## src/rtl/dec_to_bin_entry_pkg.sv

```systemverilog
// Shared types and constants for the decimal-digit entry block.
// Widths, digit limits and the entry FSM state encoding.
package dec_to_bin_entry_pkg;

  localparam int OUT_W      = 6;
  localparam int MAX_DIGITS = 2;
  localparam int MAX_VAL    = 63;
  localparam int ACC_W      = OUT_W + 4;

  localparam logic [3:0]       BCD_MAX     = 4'd9;
  localparam logic [1:0]       MAX_CNT     = 2'(MAX_DIGITS);
  localparam logic [ACC_W-1:0] MAX_VAL_ACC = ACC_W'(MAX_VAL);

  typedef enum logic [1:0] {
    ST_IDLE  = 2'd0,
    ST_ACCUM = 2'd1,
    ST_FULL  = 2'd2,
    ST_DONE  = 2'd3
  } state_t;

endpackage

```

## src/rtl/dec_to_bin_entry_mac.sv

```systemverilog
// Combinational decimal shift-in: acc*10 + digit via shifts, plus the range check.
// Computed four bits wider than the accumulator so the compare sees the true value.
module dec_digit_mac
  import dec_to_bin_entry_pkg::*;
(
  input  logic [ACC_W-1:0] acc,
  input  logic [3:0]       digit,
  output logic [ACC_W-1:0] acc_next,
  output logic             gt_max
);

  localparam logic [ACC_W+3:0] MAX_WIDE = (ACC_W + 4)'(MAX_VAL);

  logic [ACC_W+3:0] acc_wide_s;
  logic [ACC_W+3:0] sum_wide_s;

  assign acc_wide_s = {4'd0, acc};
  assign sum_wide_s = (acc_wide_s << 3) + (acc_wide_s << 1) + {{ACC_W{1'b0}}, digit};
  assign acc_next   = sum_wide_s[ACC_W-1:0];
  assign gt_max     = (sum_wide_s > MAX_WIDE);

endmodule

```

## src/rtl/dec_to_bin_entry.sv

```systemverilog
// Decimal digit entry (tens first) into a held binary guess with valid/ack handoff.
// Define DEC2BIN_SAT_EN to clamp the accumulator at MAX_VAL on overflow instead of wrapping.
module dec_to_bin_entry
  import dec_to_bin_entry_pkg::*;
(
  input  logic             clk,
  input  logic             rst,
  input  logic             digit_valid,
  input  logic [3:0]       digit,
  output logic             digit_ready,
  input  logic             enter,
  input  logic             clear,
  output logic             bin_valid,
  output logic [OUT_W-1:0] bin_num,
  input  logic             bin_ack,
  output logic [1:0]       digit_cnt,
  output logic             ovf,
  output logic             err
);

  state_t           state_r, state_nxt_s;
  logic [ACC_W-1:0] acc_r, acc_nxt_s, mac_acc_s;
  logic [1:0]       cnt_r, cnt_nxt_s;
  logic [OUT_W-1:0] bin_num_r, bin_num_nxt_s;
  logic             bin_valid_r, bin_valid_nxt_s;
  logic             ovf_r, ovf_nxt_s;
  logic             err_r, err_nxt_s;
  logic             ready_r, ready_nxt_s;
  logic             mac_gt_s, xfer_s, good_s, take_s;

  dec_digit_mac u_mac (
    .acc      (acc_r),
    .digit    (digit),
    .acc_next (mac_acc_s),
    .gt_max   (mac_gt_s)
  );

  assign xfer_s = digit_valid & ready_r;
  assign good_s = (digit <= BCD_MAX);
  assign take_s = xfer_s & good_s;

  // Next-state and next-output decode for the entry FSM.
  always_comb begin
    state_nxt_s     = state_r;
    acc_nxt_s       = acc_r;
    cnt_nxt_s       = cnt_r;
    bin_num_nxt_s   = bin_num_r;
    bin_valid_nxt_s = bin_valid_r;
    ovf_nxt_s       = ovf_r;
    err_nxt_s       = 1'b0;
    if (clear) begin
      state_nxt_s     = ST_IDLE;
      acc_nxt_s       = {ACC_W{1'b0}};
      cnt_nxt_s       = 2'd0;
      bin_valid_nxt_s = 1'b0;
      ovf_nxt_s       = 1'b0;
    end else begin
      case (state_r)
        ST_IDLE, ST_ACCUM, ST_FULL: begin
          if (take_s) begin
`ifdef DEC2BIN_SAT_EN
            acc_nxt_s = mac_gt_s ? MAX_VAL_ACC : mac_acc_s;
`else
            acc_nxt_s = mac_acc_s;
`endif
            cnt_nxt_s   = cnt_r + 2'd1;
            ovf_nxt_s   = ovf_r | mac_gt_s;
            state_nxt_s = (cnt_nxt_s == MAX_CNT) ? ST_FULL : ST_ACCUM;
          end else if (xfer_s) begin
            err_nxt_s = 1'b1;
          end else begin
            err_nxt_s = 1'b0;
          end
          // A digit landing with enter counts toward the committed value.
          if (enter && ((state_r != ST_IDLE) || take_s)) begin
            state_nxt_s     = ST_DONE;
            bin_num_nxt_s   = acc_nxt_s[OUT_W-1:0];
            bin_valid_nxt_s = 1'b1;
          end else begin
            bin_valid_nxt_s = bin_valid_r;
          end
        end
        ST_DONE: begin
          if (bin_ack) begin
            state_nxt_s     = ST_IDLE;
            acc_nxt_s       = {ACC_W{1'b0}};
            cnt_nxt_s       = 2'd0;
            bin_valid_nxt_s = 1'b0;
            ovf_nxt_s       = 1'b0;
          end else begin
            state_nxt_s = ST_DONE;
          end
        end
        default: begin
          state_nxt_s     = ST_IDLE;
          acc_nxt_s       = {ACC_W{1'b0}};
          cnt_nxt_s       = 2'd0;
          bin_valid_nxt_s = 1'b0;
          ovf_nxt_s       = 1'b0;
        end
      endcase
    end
    ready_nxt_s = (state_nxt_s == ST_IDLE) || (state_nxt_s == ST_ACCUM);
  end

  // State, accumulator and output registers.
  always_ff @(posedge clk or posedge rst) begin
    if (rst) begin
      state_r     <= ST_IDLE;
      acc_r       <= {ACC_W{1'b0}};
      cnt_r       <= 2'd0;
      bin_num_r   <= {OUT_W{1'b0}};
      bin_valid_r <= 1'b0;
      ovf_r       <= 1'b0;
      err_r       <= 1'b0;
      ready_r     <= 1'b1;
    end else begin
      state_r     <= state_nxt_s;
      acc_r       <= acc_nxt_s;
      cnt_r       <= cnt_nxt_s;
      bin_num_r   <= bin_num_nxt_s;
      bin_valid_r <= bin_valid_nxt_s;
      ovf_r       <= ovf_nxt_s;
      err_r       <= err_nxt_s;
      ready_r     <= ready_nxt_s;
    end
  end

  assign digit_ready = ready_r;
  assign bin_valid   = bin_valid_r;
  assign bin_num     = bin_num_r;
  assign digit_cnt   = cnt_r;
  assign ovf         = ovf_r;
  assign err         = err_r;

endmodule

```

## config.mk

```make
export PLATFORM = sky130hd
export DESIGN_NAME = dec_to_bin_entry
export DESIGN_NICKNAME = d
export VERILOG_FILES = /design/src/rtl/dec_to_bin_entry_pkg.sv /design/src/rtl/dec_to_bin_entry_mac.sv /design/src/rtl/dec_to_bin_entry.sv
export SDC_FILE = /design/constraint.sdc
export NUM_CORES = 1
export LEC_CHECK = 0
export ABC_CLOCK_PERIOD_IN_PS = 2900
export BUFFER_PORTS_ARGS = -buffer_cell sky130_fd_sc_hd__buf_2
export CORE_ASPECT_RATIO = 0.7
export CORE_UTILIZATION = 52
export DETAILED_ROUTE_END_ITERATION = 12
export PLACE_DENSITY_LB_ADDON = 0.08
export SLEW_MARGIN = 25
export SYNTH_ARGS = -nofsm -noshare
export SYNTH_HDL_FRONTEND = slang
export SYNTH_HIERARCHICAL = 1
export SYNTH_SLANG_ARGS = --single-unit
export TNS_END_PERCENT = 30
```

## constraint.sdc

```tcl
create_clock -name clk -period 2.9 [get_ports clk]
set_input_delay 0.435 -clock clk [delete_from_list [all_inputs] [get_ports clk]]
set_output_delay 0.435 -clock clk [all_outputs]
set_load 0.1 [all_outputs]
```

==> impl_metrics.tcl, run 1 <==
set metrics [dict create \
    outcome "finished, violations left" \
    violations "setup timing" \
    final_cell_count_no_fill 249 \
    avgSynthCellArea_um2 9.76 \
    clk_latency_ns 0.26 \
    synth_top_cell_by_area "dfrtp_1" \
    nNetsFinal 244 \
    synth_top_area_frac 0.326 \
    setup_viol 1 \
    post-place-cells 245 \
    grt_overflow 0 \
    synth_nets 213 \
    cp.required_ns 3.05 \
    fin_ws_ns -0.119 \
    worstSetupPathType "reg2reg" \
    clkSinkCount 24 \
    synth_area_leaders "dfrtp_1 (33%), ha_1 (14%), nand3_1 (6.5%)" \
    drive_gt1_frac 0.289 \
    io_pins 22 \
    muxShareOfSynthArea 0.101 \
    leakage_nw 1.02 \
    fmax_mhz 331 \
    crit_path_max_fanout 3 \
    first_pass_iters 4 \
    post-route-min-period_ns 3.02 \
    root_buffer "clkbuf_8" \
    core.rowCount 17 \
    drc 0 \
    yosysUniqueCellTypes 46 \
    slew_violations 0 \
    hpwl_um 3050 \
    synthArstFlopShare 1.00 \
    grt_pass1_vias 1462 \
    die_h_um 50.8 \
    start_util 0.554 \
    synth_compound_area_frac 0.165 \
    drt_iter0_markers 127 \
    rr_worst_depth 11 \
    multi_input_area_um2 1100 \
    tritoncts "done" \
    via_count 1532 \
    drv_cap 0 \
    hold_class "in2async" \
    syn_inst 181 \
    grt_setup_unrepaired "yes" \
    grt_usage 0.243 \
    max-vdd-ir-drop_mv 0.547 \
    synth_xor_area_frac 0.0198 \
    synthFlopType "dfrtp_1" \
    synthToLayoutAreaGrowth_pct 15.1 \
    antenna_found_initial 0 \
    gp_congestion 0.831 \
    dieArea_um2 3640 \
    antenna_cells 0 \
    powerDensity_nw_per_um2 578 \
    end_kind "flop" \
    finalHoldViolCount 0 \
    layout_common_cells "nand3_1 (23), dfrtp_1 (23), buf_2 (21)" \
    slew_headroom 0.442 \
    grt_pass1_wl_um 6870 \
    fill_cells 261 \
    rr_endpoint "ovf$_DFFE_PP0P_" \
    cts_made_buffers 3 \
    ys.warnings.count 6 \
    worst_slew_pin_slew_ns 0.832 \
    die_x_um 71.7 \
    max-clock-path-buffers 2 \
    synth_fa_ha_area_frac 0.164 \
    vias_per_cell 6.15 \
    ys_seq_area_frac 0.341 \
    synth_top_family_by_area "simple AND/OR/NAND/NOR gates" \
    routed_wl_um 3950 \
    wire_per_inst_um 15.9 \
    fin_crit_sh 1.04 \
    ctsHtreeMaxLevel 1 \
    ant_nets 0 \
    fin_skew_ns 0.00230 \
    ys_seq_elements 24 \
    worstReg2RegStart "acc_r[2]$_DFFE_PP0P_" \
    endpoint "ovf$_DFFE_PP0P_" \
    portBuffers 21 \
    seq_area_um2 602 \
    synth-edff-count 0 \
    r2r_slack_ns -0.12 \
    crit_path_start_kind "flop" \
    arrival_ns 3.17 \
    cts_hold_buf 0 \
    stdcell_area_um2 2030 \
    core_area_um2 3190 \
    synth-simple-area-share 0.166 \
    placed_cell_area_um2 1980 \
    clkTransAtPathRegs_ns 0.08 \
    crit_start "acc_r[2]$_DFFE_PP0P_" \
    synthesis.area_um2 1770 \
    grt_max_degree 25 \
]
-- cell families after synthesis --
group | count (synthesis)
AND/OR/NAND/NOR | 55
AO/OA/AOI/OAI | 45
flip-flops | 24
adder cells (fa/ha/maj) | 22
buffers and inverters | 17
multiplexers | 14
XOR/XNOR | 4
-- synth_stat cells, types with 2 or more instances --
cell type and number:
or3_1 2, nor3_1 2, nor2_1 10, a31oi_1 3
inv_1 9, nand4_1 3, nand2_1 5, a211oi_1 5
dfrtp_1 23, o21ai_0 6, xnor2_1 3, fa_1 2
nand3_1 23, mux2_4 6, mux2_2 7, nor2b_1 2
ha_1 20, clkbuf_1 5, o21a_1 2, a21oi_1 17
-- state kept, by name, summed over array words and instances (netlist names) --
| signal | count |
|---|---|
| acc_r | 10 |
| bin_num | 6 |
| digit_cnt | 2 |
| state_r | 2 |
| bin_valid | 1 |
| digit_ready | 1 |
| err | 1 |
| ovf | 1 |
-- critical path, stage by stage, from the launching register on --
cell and delay, ns:
dfrtp_1 0.38, inv_2 0.05, fa_1 0.54, inv_2 0.05
fa_2 0.36, a21o_2 0.21, a211oi_2 0.24, a21oi_2 0.06
or4b_1 0.49, a2111o_1 0.30, a31oi_1 0.17, nor2_1 0.05
-- per-stage QoR --
step / TNS (ns) / hold slack [ns] / setup slack (ns) / power, mW / util
6_report: -0.119 / 0.216 / -0.119 / 1.18 / 0.637
5_1_grt: -0.255 / 0.278 / -0.255 / 1.24 / 0.637
4_1_cts: -0.113 / 0.387 / -0.113 / 1.18 / 0.636
3_5_place_dp: -0.197 / 0.485 / -0.197 / 0.977 / 0.622
3_3_place_gp: -0.156 / 0.483 / -0.156 / 0.967 / 0.622
2_1_floorplan: 0 / 0.449 / 0.00385 / 0.863 / -
-- power breakdown --
group | switching, mW | internal (mW)
Combinational | 0.393 | 0.170
Sequential | 0.0322 | 0.379
Clock | 0.104 | 0.0981
Total | 0.529 | 0.647
-- how the worst min path moves through the flow --
stage,end,slack [ns],cells after the start
6_report,bin_num[1]$_DFFE_PP0P_,0.22,2
3_3_place_gp,bin_valid$_DFFE_PP0P_,0.48,2
4_1_cts,acc_r[6]$_DFFE_PP0P_,0.39,2
3_5_place_dp,ovf$_DFFE_PP0P_,0.49,2
2_1_floorplan,acc_r[0]$_DFFE_PP0P_,0.45,1
5_1_grt,bin_num[0]$_DFFE_PP0P_,0.28,2
-- per-layer routing --
metal  GRT usage  vias up  share of wire
met5           0        -              0
met2       0.406       39           0.47
met1       0.339      751           0.48
met3      0.0502        3          0.043
met4      0.0229        0         0.0018
li1            -      739              -
-- repair_timing --
item,CTS,global route
endpoints found under the setup margin,1,1
gates resized for setup,0,2
buffers inserted,0,0
-- cell type report --
type	instances	area share
clock buffers	4	0.0222
inverters	9	0.0166
multi-input cells	140	0.542
flip-flops and latches	24	0.296
well taps	38	0.0234
repair buffers	34	0.0997
No activity file was read; power rests on OpenSTA's default activity.
==> inputs of run 2 (changes only) <==
ABC_AREA = 1   (was unset)
CORE_UTILIZATION = 53   (was 52)
==> run 2 against run 1 <==
  * The flow now finishes without violations
  * Worst hold slack improved by 0.13 ns
  * Flip-flop and latch count did not move
  * Die area rose by 13%
  * Cell count rose by 39%
  * Global-route usage fell by 1.3 points
  * Combinational power rose by 17%
  * Sequential share of layout area fell by 2.7 points
  * Clock-buffer cell count did not move
  * Largest power group unchanged
  * Clock power rose by 13%
==> impl_metrics.tcl, run 2 <==
set metrics [dict create \
    outcome "finished clean" \
    end_kind "flop" \
    dieArea_um2 4120 \
    critPathSlowestCell "fa_1" \
    synth_top_area_frac 0.281 \
    grt_setup_unrepaired "no" \
    final_cell_count_no_fill 347 \
    gp_congestion 0.837 \
    slowest_delay_ns 0.50 \
    first_pass_iters 4 \
    core.rowCount 18 \
    stdcell_area_um2 2240 \
    largest_reg_flops 10 \
    final_common_cell "nand2_1" \
    grt_use_met2 0.312 \
    synth_top_cell_by_area "dfrtp_1" \
    drt_iter0_markers 145 \
    max-vdd-ir-drop_mv 0.684 \
    cp_cell_sequence "inv_1 -> fa_1 -> inv_1 -> fa_1 -> nand2_1 -> nand3_2 -> nand2_2 -> xor2_1 -> nand3_1 -> nor2_1 -> nand3_1 -> nand2_2 -> a21oi_1" \
    cpLargestDelayFamily "adder cells" \
    fin_skew_ns 0.00657 \
    leakage_nw 1.33 \
    grt_pass1_vias 1404 \
    syn_inst 275 \
    cts_hold_buf 0 \
    ys_seq_area_frac 0.294 \
    drive_gt1_frac 0.195 \
    cts_made_buffers 3 \
    yosysUniqueCellTypes 34 \
    tns_ns 0 \
    drc 0 \
    setup_viol 0 \
    final_util 0.622 \
    synth-edff-count 0 \
    worst_slew_pin_slew_ns 0.903 \
    synthesis.area_um2 2050 \
    grt_pass1_wl_um 7040 \
    portBuffers 21 \
    yosysMostFrequentCell "nand2_1" \
    rr_endpoint "ovf$_DFFE_PP0P_" \
    routed_wl_um 4520 \
    root_buffer "clkbuf_8" \
    rr_worst_depth 13 \
    use_met1 0.375 \
    drv_cap 0 \
    antenna_found_initial 0 \
    worstReg2RegStart "acc_r[0]$_DFFE_PP0P_" \
    nNetsFinal 330 \
    max-clock-path-buffers 2 \
    antenna_cells 0 \
    placed_cell_area_um2 2190 \
    start_util 0.568 \
    die_h_um 54.0 \
    grt_usage 0.231 \
    cp.required_ns 3.06 \
    grt_overflow 0 \
    fin_crit_sh 0.882 \
    post-route-min-period_ns 2.56 \
    ys_seq_elements 24 \
    clk_latency_ns 0.27 \
    grt_max_degree 25 \
    ant_nets 0 \
    synthToLayoutAreaGrowth_pct 9.41 \
    vias_per_cell 5.05 \
    finalHoldViolCount 0 \
    grt-busiest-layer "met1" \
    post_cts_buffers 0 \
    top_register "acc_r" \
    die_x_um 76.3 \
    layout_common_cells "nand2_1 (83), inv_1 (43), nand3_1 (28)" \
    grt_util_met3 0.0424 \
    ys.warnings.count 6 \
    hpwl_um 3760 \
    slew_headroom 0.397 \
    clkTransAtPathRegs_ns 0.09 \
    arrival_ns 2.72 \
    powerDensity_nw_per_um2 585 \
    synthFlopType "dfrtp_1" \
    wire_per_inst_um 13.0 \
    critPathBufInv 2 \
    crit_path_start_kind "flop" \
    fmax_mhz 391 \
    avgSynthCellArea_um2 7.45 \
    ctsHtreeMaxLevel 1 \
    synth_area_leaders "dfrtp_1 (28%), nand2_1 (15%), ha_1 (12%)" \
    synth_nets 307 \
    io_pins 22 \
    worstSetupPathType "reg2reg" \
    tritoncts "done" \
    post-place-cells 343 \
    cts_resized 0 \
    synthArstFlopShare 1.00 \
    core_area_um2 3600 \
    synth_common_cells "nand2_1 (83), inv_1 (43), nand3_1 (28)" \
    slew_violations 0 \
    clkSinkCount 24 \
    hold_class "in2async" \
    via_count 1753 \
    crit_path_max_fanout 4 \
    r2r_slack_ns 0.34 \
]
==> run 2: cell types whose count changed after synthesis, sizes merged, moves of 5 or more <==
cell and change:
clkbuf -5, mux2 -13, nand2 +89, inv +37
nand3 +8, nor2 +5, o21ai +6, a211oi -5
a21oi -9
==> run 2: power breakdown <==
part	switching (mW)	leakage, nW	internal (mW)
registers	0.0361	0.319	0.388
logic	0.508	0.979	0.152
clock network	0.106	0.0288	0.121
total	0.651	1.33	0.661
==> run 2: layout make-up <==
class | instances | area [um2]
Timing Repair Buffer | 21 | 105
Inverter | 46 | 175
Tap cell | 50 | 62.6
Fill cell | 336 | 1360
Sequential cell | 24 | 602
Multi-Input combinational cell | 202 | 1240
Clock buffer | 4 | 55.1
==> run 2: metal layers <==
layer | vias up | wire, um
met4 | 0 | 25
met3 | 4 | 332
li1 | 921 | -
met5 | - | 0
met2 | 55 | 1690
met1 | 773 | 2480
==> run 2: how the worst max path moves through the flow <==
stage,startpoint,to,slack (ns),cells after the start
after floorplan,digit[3],ovf$_DFFE_PP0P_,0.49,13
after global placement,digit[3],ovf$_DFFE_PP0P_,0.28,14
after detailed placement,digit[3],ovf$_DFFE_PP0P_,0.22,14
after CTS,acc_r[0]$_DFFE_PP0P_,ovf$_DFFE_PP0P_,0.35,13
after global routing,acc_r[0]$_DFFE_PP0P_,ovf$_DFFE_PP0P_,0.14,13
final,acc_r[0]$_DFFE_PP0P_,ovf$_DFFE_PP0P_,0.34,13
==> run 2: logic make-up (layout without fill, tap and decap cells) <==
kind of cell	count (synthesis)	after routing	share of synthesized area
compound gates	24	24	0.0922
buf+inv	49	71	0.100
simple gates	152	152	0.354
xor+xnor	3	3	0.0128
fa+ha+maj	22	22	0.142
mux	1	1	0.00489
flops	24	24	0.294
==> run 2: per-stage QoR <==
step / worst slack, ns / hold slack [ns] / power [mW]
floorplan: 0.490 / 0.449 / 0.972
global placement: 0.283 / 0.454 / 1.08
detailed placement: 0.217 / 0.455 / 1.09
CTS: 0.349 / 0.372 / 1.32
global route: 0.140 / 0.428 / 1.39
finish: 0.342 / 0.347 / 1.31
